## config.mk

```make
export PLATFORM = sky130hd
export DESIGN_NAME = partition_stats
export DESIGN_NICKNAME = d
export VERILOG_FILES = /design/src/rtl/partition_stats_pkg.sv /design/src/rtl/partition_classify.sv /design/src/rtl/partition_stats.sv
export SDC_FILE = /design/constraint.sdc
export NUM_CORES = 1
export LEC_CHECK = 0
export BUFFER_PORTS_ARGS = -buffer_cell sky130_fd_sc_hd__buf_2
export CAP_MARGIN = 20
export CORE_ASPECT_RATIO = 0.75
export CORE_MARGIN = 4
export CORE_UTILIZATION = 40
export CTS_BUF_LIST = sky130_fd_sc_hd__clkbuf_16
export CTS_CLUSTER_DIAMETER = 150
export DETAILED_ROUTE_END_ITERATION = 10
export PLACE_DENSITY = 0.62
export SYNTH_ARGS = -nofsm -noshare
export SYNTH_HDL_FRONTEND = slang
export SYNTH_SLANG_ARGS = --single-unit
```

## constraint.sdc

```tcl
create_clock -name aclk -period 6.3 [get_ports aclk]
set_input_delay 0.63 -clock aclk [delete_from_list [all_inputs] [get_ports aclk]]
set_output_delay 0.63 -clock aclk [all_outputs]
set_load 0.1 [all_outputs]
```

## src/rtl/partition_stats_pkg.sv

```systemverilog
// Shared definitions for the median-search partition stage.
// Holds the sample class encodings driven on cls_sel and the initial
// values the partition extremes start from, and return to, on every frame.
package partition_stats_pkg;

    // Sample class relative to the frame pivot (cls_sel encoding).
    typedef enum logic [1:0] {
        CLS_LOWER  = 2'b00,
        CLS_EQUAL  = 2'b01,
        CLS_LARGER = 2'b10
    } cls_e;

    // An empty partition reports min above max, so a consumer can tell
    // it is empty without reading the count.
    localparam logic [7:0] MIN_INIT = 8'hFF;
    localparam logic [7:0] MAX_INIT = 8'h00;

endpackage

```

## src/rtl/partition_classify.sv

```systemverilog
// Combinational sample classifier.
// Ports:
//   data  - sample value
//   pivot - pivot value the sample is compared against
//   sel   - class of the sample: lower / equal / larger
module partition_classify
    import partition_stats_pkg::*;
(
    input  logic [7:0] data,
    input  logic [7:0] pivot,
    output cls_e       sel
);

    always_comb begin
        sel = CLS_EQUAL;
        if (data < pivot) begin
            sel = CLS_LOWER;
        end else if (data > pivot) begin
            sel = CLS_LARGER;
        end
    end

endmodule

```

## src/rtl/partition_stats.sv

```systemverilog
// Partition statistics for one frame of 8-bit samples.
// Each sample of a frame is classified against the pivot captured with the
// frame's first sample. Per-class counts and lower/larger extremes are
// accumulated, and each counted sample is echoed on the cls_* port so the
// buffer writers can store it. After the last sample the results are held
// on the out_* ports until the next-pivot stage accepts them.
// Ports:
//   aclk, aresetn                        - clock, async active-low reset
//   in_data/in_valid/in_last/in_ready    - sample stream
//   in_pivot, in_median_pos              - frame parameters, taken on the first sample
//   cls_valid/cls_sel/cls_data           - registered per-sample routing
//   lower/equal/larger_size              - partition counts
//   max/min_lower, max/min_larger        - partition extremes
//   out_pivot, out_median_pos, out_ovf   - frame results
//   out_valid/out_ready                  - result handshake
module partition_stats
    import partition_stats_pkg::*;
#(
    parameter int BUFF_SIZE     = 32,
    parameter int BUFF_SIZE_BIT = $clog2(BUFF_SIZE) + 1
) (
    input  logic                     aclk,
    input  logic                     aresetn,
    input  logic [7:0]               in_data,
    input  logic                     in_valid,
    input  logic                     in_last,
    output logic                     in_ready,
    input  logic [7:0]               in_pivot,
    input  logic [BUFF_SIZE_BIT-1:0] in_median_pos,
    output logic                     cls_valid,
    output logic [1:0]               cls_sel,
    output logic [7:0]               cls_data,
    output logic [BUFF_SIZE_BIT-1:0] lower_size,
    output logic [BUFF_SIZE_BIT-1:0] equal_size,
    output logic [BUFF_SIZE_BIT-1:0] larger_size,
    output logic [7:0]               max_lower,
    output logic [7:0]               min_lower,
    output logic [7:0]               max_larger,
    output logic [7:0]               min_larger,
    output logic [7:0]               out_pivot,
    output logic [BUFF_SIZE_BIT-1:0] out_median_pos,
    output logic                     out_ovf,
    output logic                     out_valid,
    input  logic                     out_ready
);

    localparam logic [1:0] ST_IDLE  = 2'd0;
    localparam logic [1:0] ST_ACCUM = 2'd1;
    localparam logic [1:0] ST_OUT   = 2'd2;

    logic [1:0]               state;
    logic                     xfer;
    logic                     full;
    logic [7:0]               pivot_cmp;
    logic [BUFF_SIZE_BIT-1:0] total;
    cls_e                     sel;

    assign in_ready = (state != ST_OUT);
    assign xfer     = in_valid && in_ready;

    // The first sample of a frame is compared against the live pivot, since
    // out_pivot only picks it up on that same edge; later samples use the
    // captured copy so a changing in_pivot cannot disturb the frame.
    assign pivot_cmp = (state == ST_IDLE) ? in_pivot : out_pivot;

    // Counts saturate as a group, so their sum never exceeds BUFF_SIZE and
    // fits in BUFF_SIZE_BIT without wrapping.
    assign total = lower_size + equal_size + larger_size;
    assign full  = (total >= BUFF_SIZE_BIT'(BUFF_SIZE));

    partition_classify u_classify (
        .data  (in_data),
        .pivot (pivot_cmp),
        .sel   (sel)
    );

    always_ff @(posedge aclk or negedge aresetn) begin
        if (!aresetn) begin
            state          <= ST_IDLE;
            lower_size     <= '0;
            equal_size     <= '0;
            larger_size    <= '0;
            min_lower      <= MIN_INIT;
            max_lower      <= MAX_INIT;
            min_larger     <= MIN_INIT;
            max_larger     <= MAX_INIT;
            out_pivot      <= '0;
            out_median_pos <= '0;
            out_ovf        <= 1'b0;
            out_valid      <= 1'b0;
            cls_valid      <= 1'b0;
            cls_sel        <= '0;
            cls_data       <= '0;
        end else begin
            cls_valid <= 1'b0;
            cls_sel   <= '0;
            cls_data  <= '0;

            if (xfer) begin
                if (state == ST_IDLE) begin
                    out_pivot      <= in_pivot;
                    out_median_pos <= in_median_pos;
                end

                if (full) begin
                    out_ovf <= 1'b1;
                end else begin
                    cls_valid <= 1'b1;
                    cls_sel   <= sel;
                    cls_data  <= in_data;
                    case (sel)
                        CLS_LOWER: begin
                            lower_size <= lower_size + 1'b1;
                            if (in_data < min_lower) min_lower <= in_data;
                            if (in_data > max_lower) max_lower <= in_data;
                        end
                        CLS_EQUAL: begin
                            equal_size <= equal_size + 1'b1;
                        end
                        default: begin
                            larger_size <= larger_size + 1'b1;
                            if (in_data < min_larger) min_larger <= in_data;
                            if (in_data > max_larger) max_larger <= in_data;
                        end
                    endcase
                end

                if (in_last) begin
                    state     <= ST_OUT;
                    out_valid <= 1'b1;
                end else begin
                    state <= ST_ACCUM;
                end
            end else if ((state == ST_OUT) && out_ready) begin
                // Results are cleared on the accepting edge so the next
                // frame starts from empty partitions.
                state       <= ST_IDLE;
                out_valid   <= 1'b0;
                lower_size  <= '0;
                equal_size  <= '0;
                larger_size <= '0;
                min_lower   <= MIN_INIT;
                max_lower   <= MAX_INIT;
                min_larger  <= MIN_INIT;
                max_larger  <= MAX_INIT;
                out_ovf     <= 1'b0;
            end
        end
    end

endmodule

```

==> impl_metrics.ini <==
[place]
dp_slack_ns = 2.604
port_buffers = 104
hpwl_mm = 8.801
place_inst = 671
gp_congestion = 0.8089

[final_layout]
num-nets-final = 620
drive_above_1_share_pct = 27.92
area.growth.synth_to_final_pct = 21.47
finalNonFillerCells = 688
diodes = 0

[yosys]
synth_area_leader_cell = dfrtp_1
synthArstFlopShare_pct = 100.0
synth_area_leaders = dfrtp_1 (35%), ha_1 (12%), mux2i_1 (9.7%)
yosys_warnings = 0
syn_inst = 439
ys_seq_area_share_pct = 43.82
yosys.area.top_type_share_pct = 34.60
synth_fp_nets = 516
synth-seq-cells = 79
avgSynthCellArea_sq_um = 10.38
synth_ff_type = dfrtp_1
synth_edf_count = 0
yosysUniqueCellTypes = 46
synth_area_sq_mm = 0.004557

[cts]
cts_max_level = 3
cts_setup_buffers = 0
clk_pin_slew_ns = 0.06
clock_sinks = 79
clkLatencyLatePin_ns = 0.34
cts_buffer_depth = 2
cts_tree = built
cts-root-buf = clkbuf_16
numCtsBuffers = 9
cts_hold_buf = 0
postCtsResizedCells = 0

[floorplan]
die_h_um = 100.4
start_util_pct = 41.33
dieArea_sq_mm = 0.01318
boundaryPins = 105
die_w_um = 131.2
core_sq_mm = 0.01102
fp-row-count = 33

[timing]
finalSetupTns_ns = 0
relSlewSlack_pct = 34.68
finalCritPeriodShare_pct = 58.97
grt_setup_unrepaired = false
fin_ws_ns = 2.585
slew_violations = 0
setup_viol = 0
max_freq_ghz = 0.2692
worst_pin_slew_ns = 0.9723
post-route-min-period_ns = 3.715
hold_viol = 0
fin_skew_ns = 0.007036

[global_routing]
grt_max_degree = 80
grt_overflow = 0
track_usage_pct = 18.31
grt_pass1_wl_mm = 19.22
grt_pass1_vias = 3662
antenna_found_initial = 0

[route]
wl_per_cell_um = 16.99
via_count = 3607
ant_nets = 0
viasPerCell = 5.243
dr.pass1.iters = 4
totalWireLength_mm = 11.69
drt-initial-drc-count = 312
drc = 0

[setup_path]
critical_path.reg2reg.endpoint = equal_size[4]
arrival_ns = 3.97
worstSetupStartpoint = lower_size[1]
cp_slowest_stage_delay_ns = 0.58
worst_setup_path_start_kind = flip-flop
rrSetupSlack_ns = 2.58
path_cells = fa_1 > ha_1 > inv_1 > fa_1 > nand3b_1 > a211o_1 > mux2i_4 > o211ai_1 > or4_1 > a21oi_1
worstSetupPathType = flip-flop to flip-flop
cp_data_required_time_ns = 6.55
cp_common_cell = fa_1
crit_path_end_kind = flip-flop
worst-r2r-cell-count = 10
path_max_fanout = 14
cp_slowest_cell = or4_1
endpoint = equal_size[4]
r2r-start = lower_size[1]

[run_status]
status = completed

[worst_hold_path]
hp-class = primary input to async pin

[run]
maxCapViolations = 0
## layer usage
layer	up-vias	share of wire, %	global-route usage (%)	wire length [um]
li1	1716	-	-	-
met1	1770	49	26.58	5682
met2	109	43	27.19	5005
met3	12	7.3	5.010	858
met4	0	1.2	4.843	140
met5	-	0	0	0
## final cells by class
class                   count  area, sq um
fillers                  1022         5489
repair buffers            106        578.1
clock inverters             7        66.31
inverters                  47        176.4
clock buffers               9        225.2
multi-input cells         300         2317
flip-flops and latches     79         1997
well taps                 140        175.2
## layout by cell type, fill, tap and decap left out, types with 3 or more instances in the layout
cell type,synthesis,routed
dfrtp_1,63,63
o31ai_1,5,5
and2_1,9,9
nand2b_1,3,3
inv_1,46,48
nand4_1,10,10
nor2_1,34,34
xnor2_2,3,3
nor2b_1,4,4
a21oi_1,18,18
dfstp_2,16,16
nand3_1,12,12
o211ai_1,7,7
clkbuf_16,0,9
o21ai_0,11,11
mux2_2,8,8
ha_1,44,44
or3_1,3,3
buf_2,2,103
fa_1,6,6
mux2i_1,44,44
nand2_1,48,48
o21ai_1,6,6
## how the worst min path moves through the flow
stage	startpoint	end	slack [ns]	depth (start not counted)
after global routing	aresetn	max_lower[0]	0.14	1
after CTS	aresetn	max_lower[0]	0.50	1
after detailed placement	out_valid	out_valid	0.48	2
after floorplan	aresetn	cls_data[0]	0.33	0
final	aresetn	max_lower[0]	0.14	1
after global placement	out_valid	out_valid	0.46	2
## flip-flops by register name, indices dropped and copies added (netlist names)
signal          flops
out_valid           1
lower_size          6
state               2
cls_sel             2
larger_size         6
out_ovf             1
equal_size          6
max_lower           8
min_lower           8
cls_valid           1
out_pivot           8
out_median_pos      6
min_larger          8
cls_data            8
max_larger          8
## Yosys cell counts, types with 4 or more instances
| cell | number |
|---|---|
| dfrtp_1 | 63 |
| nand2_1 | 48 |
| inv_1 | 46 |
| ha_1 | 44 |
| mux2i_1 | 44 |
| nor2_1 | 34 |
| a21oi_1 | 18 |
| dfstp_2 | 16 |
| nand3_1 | 12 |
| o21ai_0 | 11 |
| nand4_1 | 10 |
| and2_1 | 9 |
| clkbuf_1 | 9 |
| mux2_2 | 8 |
| o211ai_1 | 7 |
| fa_1 | 6 |
| o21ai_1 | 6 |
| o31ai_1 | 5 |
| nor2b_1 | 4 |
## through the flow
step                      util [%]  hold WS (ns)  instance area (sq um)
final                        50.21        0.1396                   5535
after global routing         50.21        0.1355                   5535
after CTS                    49.96        0.4967                   5508
after detailed placement     47.32        0.4785                   5216
after global placement       47.07        0.4605                   5189
after floorplan                  -        0.3344                   4557
## critical path: cells and delay by family (launching register included)
family,cells,cell delay [ns]
fa+ha+maj,3,1.07
compound gates,3,0.87
simple gates,2,0.80
flops,1,0.46
mux,1,0.38
buf+inv,1,0.05
## cell families after synthesis
logic type,count (synthesis),synth area share (%)
AND/OR/NAND/NOR,131,13.56
multiplexers,53,12.14
buffers and inverters,60,5.327
adder cells (fa/ha/maj),50,14.72
XOR/XNOR,5,1.455
flip-flops,79,43.82
AO/OA/AOI/OAI,61,8.979
Power is left out: the tool's default activity adds up to more than one toggle a clock period on the data nets, which glitch-free logic cannot reach.
